==> config.mk <==
export PLATFORM = sky130hd
export DESIGN_NAME = gmii_tx_framer
export DESIGN_NICKNAME = d
export VERILOG_FILES = /design/src/rtl/gmii_tx_framer.sv
export SDC_FILE = /design/constraint.sdc
export NUM_CORES = 1
export LEC_CHECK = 0
export ABC_AREA = 1
export BUFFER_PORTS_ARGS = -buffer_cell sky130_fd_sc_hd__buf_4
export CELL_PAD_IN_SITES_DETAIL_PLACEMENT = 0
export CELL_PAD_IN_SITES_GLOBAL_PLACEMENT = 1
export CORE_MARGIN = 10
export CORE_UTILIZATION = 41
export DETAILED_ROUTE_END_ITERATION = 10
export GPL_TIMING_DRIVEN = 0
export PLACE_DENSITY = 0.77
export SETUP_SLACK_MARGIN = 0.3
export SYNTH_ARGS = -nofsm -noshare
export SYNTH_HDL_FRONTEND = slang
export SYNTH_SLANG_ARGS = --single-unit
==> constraint.sdc <==
create_clock -name clk -period 1.8 [get_ports clk]
set_input_delay 0.27 -clock clk [delete_from_list [all_inputs] [get_ports clk]]
set_output_delay 0.27 -clock clk [all_outputs]
set_load 0.01 [all_outputs]
==> src/rtl/gmii_tx_framer.sv <==
// gmii_tx_framer: frames an AXI-Stream byte stream onto GMII TX.
// Define GMII_TX_FCS_EN to append the CRC-32 FCS in hardware.
module gmii_tx_framer #(
    parameter int MIN_FRAME = 60,
    parameter int IFG_BYTES = 12
) (
    input  logic       clk,
    input  logic       rst,
    input  logic [7:0] s_tdata,
    input  logic       s_tvalid,
    input  logic       s_tlast,
    output logic       s_tready,
    output logic [7:0] txd,
    output logic       tx_en,
    output logic       tx_er,
    output logic       frame_done,
    output logic       underrun
);

    localparam logic [15:0] MIN_LEN  = 16'(MIN_FRAME);
    localparam logic [7:0]  IFG_LAST = 8'(IFG_BYTES - 1);

    typedef enum logic [3:0] {
        IDLE,
        PRE,
        SFD,
        DATA,
        PAD,
`ifdef GMII_TX_FCS_EN
        FCS,
`endif
        ERR,
        DISCARD,
        IFG
    } state_t;

    state_t      state, state_n;
    logic [7:0]  txd_n;
    logic        tx_en_n, tx_er_n;
    logic        done_n, urun_n;
    logic [2:0]  pre_cnt, pre_n;
    logic [7:0]  ifg_cnt, ifg_n;
    logic [15:0] byte_cnt, cnt_n, cnt_inc;
    logic        last_seen, last_n;

`ifdef GMII_TX_FCS_EN
    logic [1:0]  fcs_cnt, fcs_n;
    logic [31:0] crc, crc_n, crc_inv;

    function automatic logic [31:0] crc_byte(
        input logic [31:0] c,
        input logic [7:0]  d
    );
        logic [31:0] r;
        r = c;
        for (int i = 0; i < 8; i++) begin
            if (r[0] ^ d[i]) r = (r >> 1) ^ 32'hEDB88320;
            else             r = r >> 1;
        end
        return r;
    endfunction

    assign crc_inv = ~crc;
`endif

    assign cnt_inc = (byte_cnt == 16'hFFFF) ? byte_cnt
                                            : byte_cnt + 16'd1;

    // Ready while a frame byte can be taken or is being drained
    assign s_tready = (state == SFD) ||
                      ((state == DATA || state == DISCARD) &&
                       !last_seen);

    // Next state plus the GMII byte that state will carry
    always_comb begin
        state_n = state;
        txd_n   = 8'h00;
        tx_en_n = 1'b0;
        tx_er_n = 1'b0;
        done_n  = 1'b0;
        urun_n  = 1'b0;
        pre_n   = pre_cnt;
        ifg_n   = ifg_cnt;
        cnt_n   = byte_cnt;
        last_n  = last_seen;
`ifdef GMII_TX_FCS_EN
        fcs_n   = fcs_cnt;
        crc_n   = crc;
`endif
        unique case (state)
            IDLE: begin
                if (s_tvalid) begin
                    state_n = PRE;
                    txd_n   = 8'h55;
                    tx_en_n = 1'b1;
                    pre_n   = 3'd0;
                end
            end
            PRE: begin
                tx_en_n = 1'b1;
                cnt_n   = 16'd0;
                last_n  = 1'b0;
`ifdef GMII_TX_FCS_EN
                crc_n   = 32'hFFFFFFFF;
`endif
                if (pre_cnt == 3'd6) begin
                    state_n = SFD;
                    txd_n   = 8'hD5;
                end else begin
                    txd_n = 8'h55;
                    pre_n = pre_cnt + 3'd1;
                end
            end
            SFD, DATA, PAD: begin
                if (state != PAD && !last_seen) begin
                    tx_en_n = 1'b1;
                    if (s_tvalid) begin
                        state_n = DATA;
                        txd_n   = s_tdata;
                        cnt_n   = cnt_inc;
                        last_n  = s_tlast;
`ifdef GMII_TX_FCS_EN
                        crc_n   = crc_byte(crc, s_tdata);
`endif
                    end else begin
                        state_n = ERR;
                        tx_er_n = 1'b1;
                        urun_n  = 1'b1;
                    end
                end else if (byte_cnt < MIN_LEN) begin
                    state_n = PAD;
                    tx_en_n = 1'b1;
                    cnt_n   = cnt_inc;
`ifdef GMII_TX_FCS_EN
                    crc_n   = crc_byte(crc, 8'h00);
`endif
                end else begin
`ifdef GMII_TX_FCS_EN
                    state_n = FCS;
                    txd_n   = crc_inv[7:0];
                    tx_en_n = 1'b1;
                    fcs_n   = 2'd0;
`else
                    state_n = IFG;
                    done_n  = 1'b1;
                    ifg_n   = 8'd0;
`endif
                end
            end
`ifdef GMII_TX_FCS_EN
            FCS: begin
                if (fcs_cnt == 2'd3) begin
                    state_n = IFG;
                    done_n  = 1'b1;
                    ifg_n   = 8'd0;
                end else begin
                    tx_en_n = 1'b1;
                    txd_n   = crc_inv[{fcs_cnt + 2'd1, 3'b000} +: 8];
                    fcs_n   = fcs_cnt + 2'd1;
                end
            end
`endif
            ERR: begin
                state_n = last_seen ? IFG : DISCARD;
                ifg_n   = 8'd0;
            end
            DISCARD: begin
                if (s_tvalid && s_tlast) begin
                    state_n = IFG;
                    ifg_n   = 8'd0;
                end
            end
            IFG: begin
                if (ifg_cnt == IFG_LAST) begin
                    if (s_tvalid) begin
                        state_n = PRE;
                        txd_n   = 8'h55;
                        tx_en_n = 1'b1;
                        pre_n   = 3'd0;
                    end else begin
                        state_n = IDLE;
                    end
                end else begin
                    ifg_n = ifg_cnt + 8'd1;
                end
            end
            default: state_n = IDLE;
        endcase
    end

    // State, counters and registered GMII outputs
    always_ff @(posedge clk) begin
        if (rst) begin
            state      <= IDLE;
            txd        <= 8'h00;
            tx_en      <= 1'b0;
            tx_er      <= 1'b0;
            frame_done <= 1'b0;
            underrun   <= 1'b0;
            pre_cnt    <= 3'd0;
            ifg_cnt    <= 8'd0;
            byte_cnt   <= 16'd0;
            last_seen  <= 1'b0;
`ifdef GMII_TX_FCS_EN
            fcs_cnt    <= 2'd0;
            crc        <= 32'd0;
`endif
        end else begin
            state      <= state_n;
            txd        <= txd_n;
            tx_en      <= tx_en_n;
            tx_er      <= tx_er_n;
            frame_done <= done_n;
            underrun   <= urun_n;
            pre_cnt    <= pre_n;
            ifg_cnt    <= ifg_n;
            byte_cnt   <= cnt_n;
            last_seen  <= last_n;
`ifdef GMII_TX_FCS_EN
            fcs_cnt    <= fcs_n;
            crc        <= crc_n;
`endif
        end
    end

endmodule

==> results.txt <==
----------------------------------------------------
[Detailed routing]
  Detailed-route vias per instance ... 5.00
  First DRT Iteration DRCs ... 157
  Final antenna-violating net count ... 0
  Residual DRC ... 0
  Final wirelength ... 7030 um
  Total number of vias ... 2586
  Number of optimization iterations in the first detailed-route pass ... 4
  Average wire per standard cell ... 13.6 um

[Logic synthesis]
  Synth unique cells ... 32
  Most instantiated library cell after synthesis ... sky130_fd_sc_hd__nand2_1
  Commonest register cell after synthesis ... sky130_fd_sc_hd__dfxtp_1
  Cell area after technology mapping ... 2490 um2
  Top cells by instance count after synthesis ... sky130_fd_sc_hd__nand2_1, sky130_fd_sc_hd__nor2_1, sky130_fd_sc_hd__dfxtp_1
  Main area contributors after synthesis ... sky130_fd_sc_hd__dfxtp_1, sky130_fd_sc_hd__nand2_1, sky130_fd_sc_hd__nor2_1, sky130_fd_sc_hd__nand3_1, sky130_fd_sc_hd__a21oi_1
  Syn Nets ... 403
  Yosys warning total ... 0
  Synth Instances ... 387
  Async set or reset register ratio after synthesis ... 0%
  Total of flip-flops plus latches after synthesis ... 42
  Post-synthesis average cell area ... 6.45 um2
  Post-synthesis sequential area ratio ... 33.7%
  Number of synthesized flops with an enable pin ... 0
  Area share of the leading cell type in the synthesized netlist ... 33.7%
  Synth area leader ... sky130_fd_sc_hd__dfxtp_1

[Placement]
  Setup Slack @ Placement ... 7.15 ps
  Count of input and output buffers ... 23
  Post-detail-place hpwl ... 4760 um
  Routability congestion estimate ... 0.878

[Worst setup path]
  Critical path launch point ... state[1]$_SDFFE_PP0P_
  Sort of element at the start of the critical path ... flop
  Required arrival time at the worst endpoint ... 1960 ps
  Family of cells with the greatest summed delay on the critical path ... simple AND/OR/NAND/NOR gates
  Largest fanout on the critical path ... 5
  Longest individual stage delay on the worst path ... 320 ps
  Number of buffers and inverters on the critical path ... 4
  Data arrival time of the worst path ... 1780 ps
  Slowest cell on the critical path ... sky130_fd_sc_hd__dfxtp_2
  Capturing element type of the critical path ... flop
  Critical-path cell list ... buf_6 -> nor2_4 -> nand2_4 -> nand2_4 -> buf_8 -> nor2_4 -> nor2_4 -> nand2_4 -> buf_12 -> buf_12 -> nand2_2 -> a21oi_2
  Setup Crit Path Kind ... flop to flop
  R2r startpoint ... state[1]$_SDFFE_PP0P_

[Layout]
  Layout overhead on the synthesized area ... 40.2%
  Fraction of layout instances using a drive strength above 1 ... 36.9%
  Number of nets in the finished design ... 457
  Final antenna diode count ... 0
  Fraction of the core area covered by cells at the end of the flow ... 59.1%

[CTS]
  Number of buffers inserted by hold repair at cts ... 0
  TritonCTS buffer count ... 5
  Longest Clk Path Bufs ... 2
  Root Buffer ... sky130_fd_sc_hd__clkbuf_8
  TritonCTS clock tree ... yes
  Clock edge transition at the registers on the reported setup and hold paths ... 80 ps
  Total number of H-tree levels ... 2
  Clock latency on the worst-skew pair ... 300 ps
  Total number of clock tree sinks ... 42

[Timing]
  Setup TNS ... 0 ps
  Setup violations, final ... 0
  Worst-margin pin slew ... 741 ps
  Final hold violation count ... 0
  Minimum clock period ... 1610 ps
  Final worst slack ... 186 ps
  Tightest slew margin relative to the limit ... 50.6%
  Max-slew violation count ... 0
  Share of the clock period used by the worst path ... 89.7%
  RSZ-0062 raised after global routing ... yes
  Clock skew ... 10.3 ps
  Post-Route Hold Slack ... 192 ps
  Max Freq ... 620 MHz

[Power and ir drop]
  Part of the power in registers ... 23.4%
  NetSw ... 1.95 mW
  Switch share ... 39.9%
  Int Pwr ... 2.94 mW
  Max rail drop VDD ... 0.772 mV
  Leakage ... 1.43 nW
  Logic gate share of total power ... 57.3%
  Part of the total power dissipated in the clock network ... 19.3%
  Power density of the placed cells ... 1400 nW/um2

[GRT]
  Global-route total usage across every layer ... 13.8%
  Number of antenna violations at the first check in global routing ... 0
  Pin count of the biggest net entering global routing ... 14
  Via count of the first global-routing pass ... 2298
  Congestion Overflow GR ... 0
  Wire length of the first global-routing pass ... 11300 um

[Die]
  Core box area ... 5920 um2
  DIE AREA ... 9600 um2
  Boundary Pins ... 25
  Horiz. Die Dim ... 98.0 um
  Initial core utilization ... 42.1%
  Placement row count ... 28
  Vertical die dimension ... 98.0 um

[Worst hold path]
  Worst hold-check path type ... primary input to flop
  Start point of the worst min-delay path ... s_tvalid

[Flow run]
  Max Cap Violations ... 0

[Outcome]
  Result of the run ... finished clean

----------------------------------------------------
==> worst register-to-register path, cell delays in order (launching register included) <==
cell and delay (ps):
sky130_fd_sc_hd__dfxtp_2 320, sky130_fd_sc_hd__buf_6 130, sky130_fd_sc_hd__nor2_4 120, sky130_fd_sc_hd__nand2_4 70
sky130_fd_sc_hd__nand2_4 80, sky130_fd_sc_hd__buf_8 110, sky130_fd_sc_hd__nor2_4 40, sky130_fd_sc_hd__nor2_4 140
sky130_fd_sc_hd__nand2_4 80, sky130_fd_sc_hd__buf_12 140, sky130_fd_sc_hd__buf_12 140, sky130_fd_sc_hd__nand2_2 60
sky130_fd_sc_hd__a21oi_2 50
==> area by class of cell <==
cell class / instances / area (um2)
sequential: 42 / 877
clock buffer: 6 / 82.6
multi-input combinational: 301 / 1720
clock inverter: 2 / 60.1
fill: 572 / 2420
inverter: 34 / 143
buffer: 11 / 108
timing repair buffer: 46 / 415
tap: 75 / 93.8
==> path summary, 6_finish.rpt <==
check | to | slack (ps) | depth (start not counted)
setup / recovery | byte_cnt[3]$_SDFFE_PP0P_ | 190 | 12
hold / removal | underrun$_SDFF_PP0_ | 190 | 2
setup reg to reg | byte_cnt[3]$_SDFFE_PP0P_ | 190 | 12
hold reg to reg | byte_cnt[6]$_SDFFE_PP0P_ | 490 | 2
==> repair_timing <==
action                                  in CTS  in global routing
pin swaps                                   23                  9
setup buffers                               15                  6
resized for setup                           64                 49
hold endpoints to repair                     0                  0
gates cloned                                 2                  1
endpoints found under the setup margin      36                 38
==> flip-flops by register name, indices dropped and copies added (netlist names) <==
signal	cells
underrun	1
pre_cnt	3
last_seen	1
byte_cnt	16
tx_en	1
ifg_cnt	8
txd	8
state	3
frame_done	1
==> per-layer routing <==
metal  vias up  track usage, %  share of wire [%]
li1       1358               -                  -
met4         0            3.80                1.4
met2        32            21.5                 47
met5         -               0                  0
met1      1186            18.5                 48
met3        10            3.10                3.1
==> power by group through the flow <==
stage | clock [mW] | sequential (mW) | combinational (mW)
detailed placement | 0 | 1.13 | 1.69
global placement | 0 | 1.13 | 1.69
finish | 0.943 | 1.14 | 2.81
floorplan | 0 | 1.15 | 1.19
global route | 0.994 | 1.16 | 3.04
CTS | 0.955 | 1.15 | 2.30
==> logic make-up (layout without fill, tap and decap cells) <==
family | after synthesis | count (layout) | synth area share [%]
simple gates | 245 | 246 | 43.5
buf+inv | 45 | 99 | 8.68
compound gates | 44 | 44 | 9.68
flops | 42 | 42 | 33.7
xor+xnor | 7 | 7 | 2.46
fa+ha+maj | 4 | 4 | 2.01
==> placed cells by master (no fill, tap or decap), drive strengths merged <==
cell      n
dfxtp    42
o21ai    10
buf      53
or2       6
inv      34
clkbuf   10
o211ai    1
bufinv    2
a21o      1
nand3    33
xnor2     3
o31ai     1
nor2     67
nand4     9
o21bai    1
nor3     10
ha        4
xor2      4
nand2   120
a21oi    30
and2      1
==> through the flow <==
stage               instances  power [mW]  cell area, um2
CTS                       510        4.40            3250
global route              517        5.19            3500
global placement          485        2.82            2760
detailed placement        485        2.82            2760
floorplan                 387        2.34            2490
finish                    517        4.89            3500
No activity file was read; power rests on OpenSTA's default activity.
